$ cat config.mk
export PLATFORM = sky130hd
export DESIGN_NAME = crc_job_sched
export DESIGN_NICKNAME = d
export VERILOG_FILES = /design/src/rtl/crc_job_sched.sv
export SDC_FILE = /design/constraint.sdc
export NUM_CORES = 1
export LEC_CHECK = 0
export ABC_AREA = 1
export BUFFER_PORTS_ARGS = -buffer_cell sky130_fd_sc_hd__buf_4
export CELL_PAD_IN_SITES_DETAIL_PLACEMENT = 1
export CELL_PAD_IN_SITES_GLOBAL_PLACEMENT = 2
export CORE_MARGIN = 2
export CORE_UTILIZATION = 29
export DETAILED_ROUTE_END_ITERATION = 16
export GPL_TIMING_DRIVEN = 1
export PLACE_DENSITY_LB_ADDON = 0.25
export SYNTH_ARGS = -nofsm -noshare
export SYNTH_HDL_FRONTEND = slang
export SYNTH_SLANG_ARGS = --single-unit
export TNS_END_PERCENT = 1
$ cat constraint.sdc
create_clock -name clk -period 1.7 [get_ports clk]
set_input_delay 0.34 -clock clk [delete_from_list [all_inputs] [get_ports clk]]
set_output_delay 0.34 -clock clk [all_outputs]
set_load 0.01 [all_outputs]
$ cat src/rtl/crc_job_sched.sv
// rtl/crc_job_sched.sv - round-robin scheduler sharing one CRC-5 engine between requesters
module crc_job_sched #(
  parameter int NREQ    = 4,
  parameter int DW      = 10,
  parameter int CW      = 5,
  parameter int TMO     = 63,
  parameter int GAP_CYC = 2,
  parameter int IDW     = $clog2(NREQ)
) (
  input  logic               clk,
  input  logic               rst_n,
  input  logic [NREQ-1:0]    req,
  input  logic [NREQ*DW-1:0] req_data,
  output logic [NREQ-1:0]    gnt,
  output logic               eng_en,
  output logic [DW-1:0]      eng_data,
  input  logic               eng_done,
  input  logic [CW-1:0]      eng_crc,
  output logic               rsp_valid,
  input  logic               rsp_ready,
  output logic [IDW-1:0]     rsp_id,
  output logic [DW+CW-1:0]   rsp_data,
  output logic               rsp_err,
  output logic               busy
);

  typedef enum logic [2:0] {
    S_IDLE,
    S_LAUNCH,
    S_WAIT,
    S_RESP,
    S_GAP
  } state_t;

  // Pointer starts at the last index so the first search begins at requester 0.
  localparam logic [IDW-1:0] LAST_RST = IDW'(NREQ - 1);
  // Counters run from 0, so the terminal values are one below the cycle counts.
  localparam logic [7:0]     TMO_LAST = 8'(TMO - 1);
  localparam logic [7:0]     GAP_LAST = 8'(GAP_CYC - 1);

  state_t             state_q, state_d;
  logic [NREQ-1:0]    gnt_q, gnt_d;
  logic [DW-1:0]      eng_data_q, eng_data_d;
  logic [IDW-1:0]     rsp_id_q, rsp_id_d;
  logic [DW+CW-1:0]   rsp_data_q, rsp_data_d;
  logic               rsp_err_q, rsp_err_d;
  logic [IDW-1:0]     last_q, last_d;
  logic [7:0]         tmo_cnt_q, tmo_cnt_d;
  logic [7:0]         gap_cnt_q, gap_cnt_d;

  logic               hi_vld, lo_vld;
  logic [IDW-1:0]     hi_idx, lo_idx;
  logic [NREQ-1:0]    hi_oh, lo_oh;
  logic [DW-1:0]      hi_data, lo_data;
  logic               pick_vld;
  logic [IDW-1:0]     pick_idx;
  logic [NREQ-1:0]    pick_oh;
  logic [DW-1:0]      pick_data;

  // Round-robin search: first set bit above the last grant, else first set bit at or below it.
  always_comb begin
    hi_vld  = 1'b0;
    hi_idx  = '0;
    hi_oh   = '0;
    hi_data = '0;
    lo_vld  = 1'b0;
    lo_idx  = '0;
    lo_oh   = '0;
    lo_data = '0;
    for (int k = 0; k < NREQ; k++) begin
      if (req[k] && (k > int'(last_q)) && !hi_vld) begin
        hi_vld   = 1'b1;
        hi_idx   = IDW'(k);
        hi_oh[k] = 1'b1;
        hi_data  = req_data[k*DW +: DW];
      end
      if (req[k] && (k <= int'(last_q)) && !lo_vld) begin
        lo_vld   = 1'b1;
        lo_idx   = IDW'(k);
        lo_oh[k] = 1'b1;
        lo_data  = req_data[k*DW +: DW];
      end
    end
    pick_vld  = hi_vld | lo_vld;
    pick_idx  = hi_vld ? hi_idx  : lo_idx;
    pick_oh   = hi_vld ? hi_oh   : lo_oh;
    pick_data = hi_vld ? hi_data : lo_data;
  end

  // Next-state and datapath updates for grant, launch, wait, respond and gap phases.
  always_comb begin
    state_d    = state_q;
    gnt_d      = '0;
    eng_data_d = eng_data_q;
    rsp_id_d   = rsp_id_q;
    rsp_data_d = rsp_data_q;
    rsp_err_d  = rsp_err_q;
    last_d     = last_q;
    tmo_cnt_d  = tmo_cnt_q;
    gap_cnt_d  = gap_cnt_q;
    unique case (state_q)
      S_IDLE: begin
        if (pick_vld) begin
          gnt_d      = pick_oh;
          eng_data_d = pick_data;
          rsp_id_d   = pick_idx;
          last_d     = pick_idx;
          state_d    = S_LAUNCH;
        end
      end
      S_LAUNCH: begin
        tmo_cnt_d = '0;
        state_d   = S_WAIT;
      end
      S_WAIT: begin
        // A completion arriving on the timeout cycle still counts as success.
        if (eng_done) begin
          rsp_data_d = {eng_data_q, eng_crc};
          rsp_err_d  = 1'b0;
          state_d    = S_RESP;
        end else if (tmo_cnt_q == TMO_LAST) begin
          rsp_data_d = {eng_data_q, {CW{1'b0}}};
          rsp_err_d  = 1'b1;
          state_d    = S_RESP;
        end else begin
          tmo_cnt_d = tmo_cnt_q + 8'd1;
        end
      end
      S_RESP: begin
        if (rsp_ready) begin
          gap_cnt_d = '0;
          state_d   = S_GAP;
        end
      end
      S_GAP: begin
        // Keeps eng_en low long enough for the engine's edge detector to rearm.
        if (gap_cnt_q == GAP_LAST) begin
          state_d = S_IDLE;
        end else begin
          gap_cnt_d = gap_cnt_q + 8'd1;
        end
      end
      default: begin
        state_d = S_IDLE;
      end
    endcase
  end

  // State and datapath registers; reset aborts any job in flight.
  always_ff @(posedge clk or negedge rst_n) begin
    if (!rst_n) begin
      state_q    <= S_IDLE;
      gnt_q      <= '0;
      eng_data_q <= '0;
      rsp_id_q   <= '0;
      rsp_data_q <= '0;
      rsp_err_q  <= 1'b0;
      last_q     <= LAST_RST;
      tmo_cnt_q  <= '0;
      gap_cnt_q  <= '0;
    end else begin
      state_q    <= state_d;
      gnt_q      <= gnt_d;
      eng_data_q <= eng_data_d;
      rsp_id_q   <= rsp_id_d;
      rsp_data_q <= rsp_data_d;
      rsp_err_q  <= rsp_err_d;
      last_q     <= last_d;
      tmo_cnt_q  <= tmo_cnt_d;
      gap_cnt_q  <= gap_cnt_d;
    end
  end

  assign gnt       = gnt_q;
  assign eng_en    = (state_q == S_LAUNCH) || (state_q == S_WAIT);
  assign eng_data  = eng_data_q;
  assign rsp_valid = (state_q == S_RESP);
  assign rsp_id    = rsp_id_q;
  assign rsp_data  = rsp_data_q;
  assign rsp_err   = rsp_err_q;
  assign busy      = (state_q != S_IDLE);

endmodule
==> impl_metrics.py <==
metrics = {
    "status": {
        "status": "completed",
    },
    "route": {
        "wl_um": 9840,
        "ant_nets": 0,
        "wl_per_cell_um": 14.2,
        "via_per_inst": 4.62,
        "dr.first_iter.drc_count": 89,
        "firstDrtPassIters": 4,
        "drc": 0,
        "num_vias": 3203,
    },
    "critical_path": {
        "worstPathArrival_ns": 1.31,
        "start_kind": "flip-flop",
        "crit_type": "reg -> out",
        "timing.rr.end": "eng_data[0]",
        "cp-endpoint": "eng_en",
        "cp_data_required_time_ns": 1.36,
        "r2r-start": "last_q[1]",
        "reg2reg_slack_ns": 0.10,
        "cp-end-kind": "primary output",
        "reg2regPathDepth": 9,
        "critPathMaxFanout": 7,
        "crit_start": "state_q[0]",
    },
    "die": {
        "core_sq_mm": 0.0110,
        "core.rowCount": 38,
        "die_area_sq_mm": 0.0123,
        "io_pins": 88,
        "fp.dieW_um": 111,
        "start_util": 0.301,
        "die_h_um": 111,
    },
    "finish": {
        "drive_above_1_share": 0.271,
        "final_cell_mix": "140 x nand2_1, 95 x buf_4, 57 x nor2_1",
        "layout_commonest_cell": "nand2_1",
        "synthToLayoutAreaGrowth_pct": 30.8,
        "final_net_count": 609,
        "num_antenna_cells": 0,
    },
    "power": {
        "power_density_mw_per_mm2": 1540,
        "p_int_mw": 3.72,
        "pwr-share-seq": 0.336,
        "swShare": 0.440,
        "p_total_mw": 6.66,
        "ir_worst_vdd_uv": 566,
        "leakage_nw": 2.29,
        "p_sw_mw": 2.93,
        "pwr-share-clk": 0.151,
        "comb_power_share": 0.514,
    },
    "global_routing": {
        "grt_max_degree": 29,
        "grt_pass1_vias": 3482,
        "grt-ovfl-total": 0,
        "grt_antenna_before_repair": 0,
        "grt_pass1_wl_um": 17000,
        "grtUsageTotal": 0.163,
    },
    "clock_network": {
        "insertion_delay_ns": 0.29,
        "clockBufferDepth": 2,
        "cts.clk_slew.worst_paths_ns": 0.07,
        "cts-root-buf": "clkbuf_16",
        "cts_buffers": 5,
        "clock_sinks": 53,
        "htreeDepth": 2,
        "cts_tree": "done",
    },
    "sta": {
        "setup_viol": 0,
        "final-hold-violation-count": 0,
        "clock_skew_ns": 0.00612,
        "rsz0062_at_grt": "true",
        "drv_slew": 0,
        "final.min_clock_period_ns": 1.65,
        "tightest_slew_ns": 0.372,
        "timing.slew.headroom": 0.752,
        "finalCritPeriodShare": 0.973,
        "worst_slack_ns": 0.0466,
        "fmax_mhz": 605,
    },
    "placement": {
        "dpl.hpwl_um": 8030,
        "pre_cts_ws_ns": 0.0558,
        "io_buffers": 87,
        "routabilityCongestion": 0.804,
    },
    "worst_hold_path": {
        "min_from": "eng_crc[2]",
        "min_path_type": "in -> reg",
    },
    "logic_synthesis": {
        "syn_nets": 521,
        "yosys_warnings": 0,
        "yosysUniqueCellTypes": 34,
        "synthCells": 464,
        "syn_area_per_cell_sq_um": 7.13,
        "synth.cell_area_sq_mm": 0.00331,
        "synthArstFlopShare": 1.00,
        "synth_edf_count": 0,
        "ys_seq_elements": 53,
        "yosysSeqAreaShare": 0.402,
        "synth_ff_type": "dfrtp_1",
    },
    "run": {
        "drv_cap": 0,
    },
}
-- synthesized netlist by cell type, types with 2 or more instances --
cell type / count / area (sq um)
nand2_1: 140 / 526
nor2_1: 59 / 221
dfrtp_1: 51 / 1280
inv_1: 45 / 169
nand3_1: 39 / 195
nand4_1: 25 / 156
a21oi_1: 13 / 65.1
buf_2: 10 / 50.1
inv_2: 8 / 30.0
o21ai_0: 8 / 40.0
xor2_1: 8 / 70.1
nand2_2: 7 / 43.8
a22o_1: 5 / 43.8
ha_1: 4 / 50.1
nand3_2: 4 / 40.0
nor2_2: 4 / 25.0
nor3_1: 4 / 20.0
o21ai_1: 4 / 20.0
buf_4: 3 / 22.5
buf_6: 3 / 33.8
clkbuf_1: 2 / 7.51
clkinv_1: 2 / 7.51
dfstp_2: 2 / 52.6
nor2_4: 2 / 22.5
nor3_4: 2 / 32.5
o21ai_2: 2 / 17.5
-- worst min-delay path by stage --
stage | depth (start not counted) | to
2_1_floorplan | 0 | eng_data[0]
3_3_place_gp | 1 | tmo_cnt_q[4]
3_5_place_dp | 1 | tmo_cnt_q[4]
4_1_cts | 2 | rsp_data[2]
5_1_grt | 2 | rsp_data[2]
6_report | 2 | rsp_data[2]
-- power groups by stage --
stage	Combinational [mW]	Clock (mW)	Sequential [mW]
after global routing	3.84	1.09	2.30
after CTS	3.42	1.03	2.23
after floorplan	1.94	0	2.31
final	3.42	1.00	2.24
after global placement	3.28	0	2.23
after detailed placement	3.39	0	2.25
-- metrics by stage --
| stage | cell area, sq um | setup TNS (ns) | hold slack, ns | utilization | std cells |
|---|---|---|---|---|---|
| 4_1_cts | 4290 | 0 | 0.264 | 0.391 | 693 |
| 2_1_floorplan | 3310 | 0 | 0.0444 | - | 464 |
| 6_report | 4320 | 0 | 0.272 | 0.394 | 693 |
| 3_5_place_dp | 4130 | 0 | 0.294 | 0.376 | 683 |
| 3_3_place_gp | 4130 | 0 | 0.285 | 0.376 | 683 |
| 5_1_grt | 4320 | -0.134 | 0.274 | 0.394 | 693 |
-- layer usage --
metal | part of all wire | global-route usage | vias up
met2 | 0.51 | 0.303 | 67
met3 | 0.030 | 0.0148 | 9
met1 | 0.45 | 0.204 | 1476
met5 | 0 | 0 | -
met4 | 0.015 | 0.0408 | 0
li1 | - | - | 1651
-- registers in the layout, summed over array words and instances, names as in the netlist --
register and count:
rsp_data 15, eng_data 10, gap_cnt_q 8, tmo_cnt_q 8, gnt 4, state_q 3
last_q 2, rsp_id 2, rsp_err 1
-- kinds of logic (layout without fill, tap and decap cells) --
logic type	count (synthesis)	count (layout)	share of synthesized area
DFF	53	53	0.402
xor gates and xnor gates	8	8	0.0212
buffers and inverters	73	162	0.0969
adders and majority gates	4	4	0.0151
AOI/OAI and AO/OA	35	35	0.0632
and+or+nand+nor	291	291	0.402
-- worst max-delay path, cell delays in order (launching register included) --
cell and delay [ns]:
dfrtp_1 0.43, nor2_4 0.17, nand2_2 0.14, nand2_1 0.15
buf_4 0.14
-- what timing repair did --
item | 4_1_cts | 5_1_grt
cloned | 0 | 0
gates resized for setup | 2 | 11
endpoints found under the hold margin | 23 | 0
setup buffers | 1 | 0
setup endpoints to repair | 2 | 34
hold buffers | 1 | 0
pin swaps | 0 | 1
-- layout make-up --
| type | instances | area, sq um |
|---|---|---|
| Inverter | 55 | 213 |
| Sequential cell | 53 | 1330 |
| Clock buffer | 6 | 129 |
| Timing Repair Buffer | 99 | 783 |
| Fill cell | 1427 | 6660 |
| Multi-Input combinational cell | 338 | 1680 |
| Tap cell | 140 | 175 |
| Clock inverter | 2 | 10.0 |
Note: power is estimated with default switching activity, not from simulation.
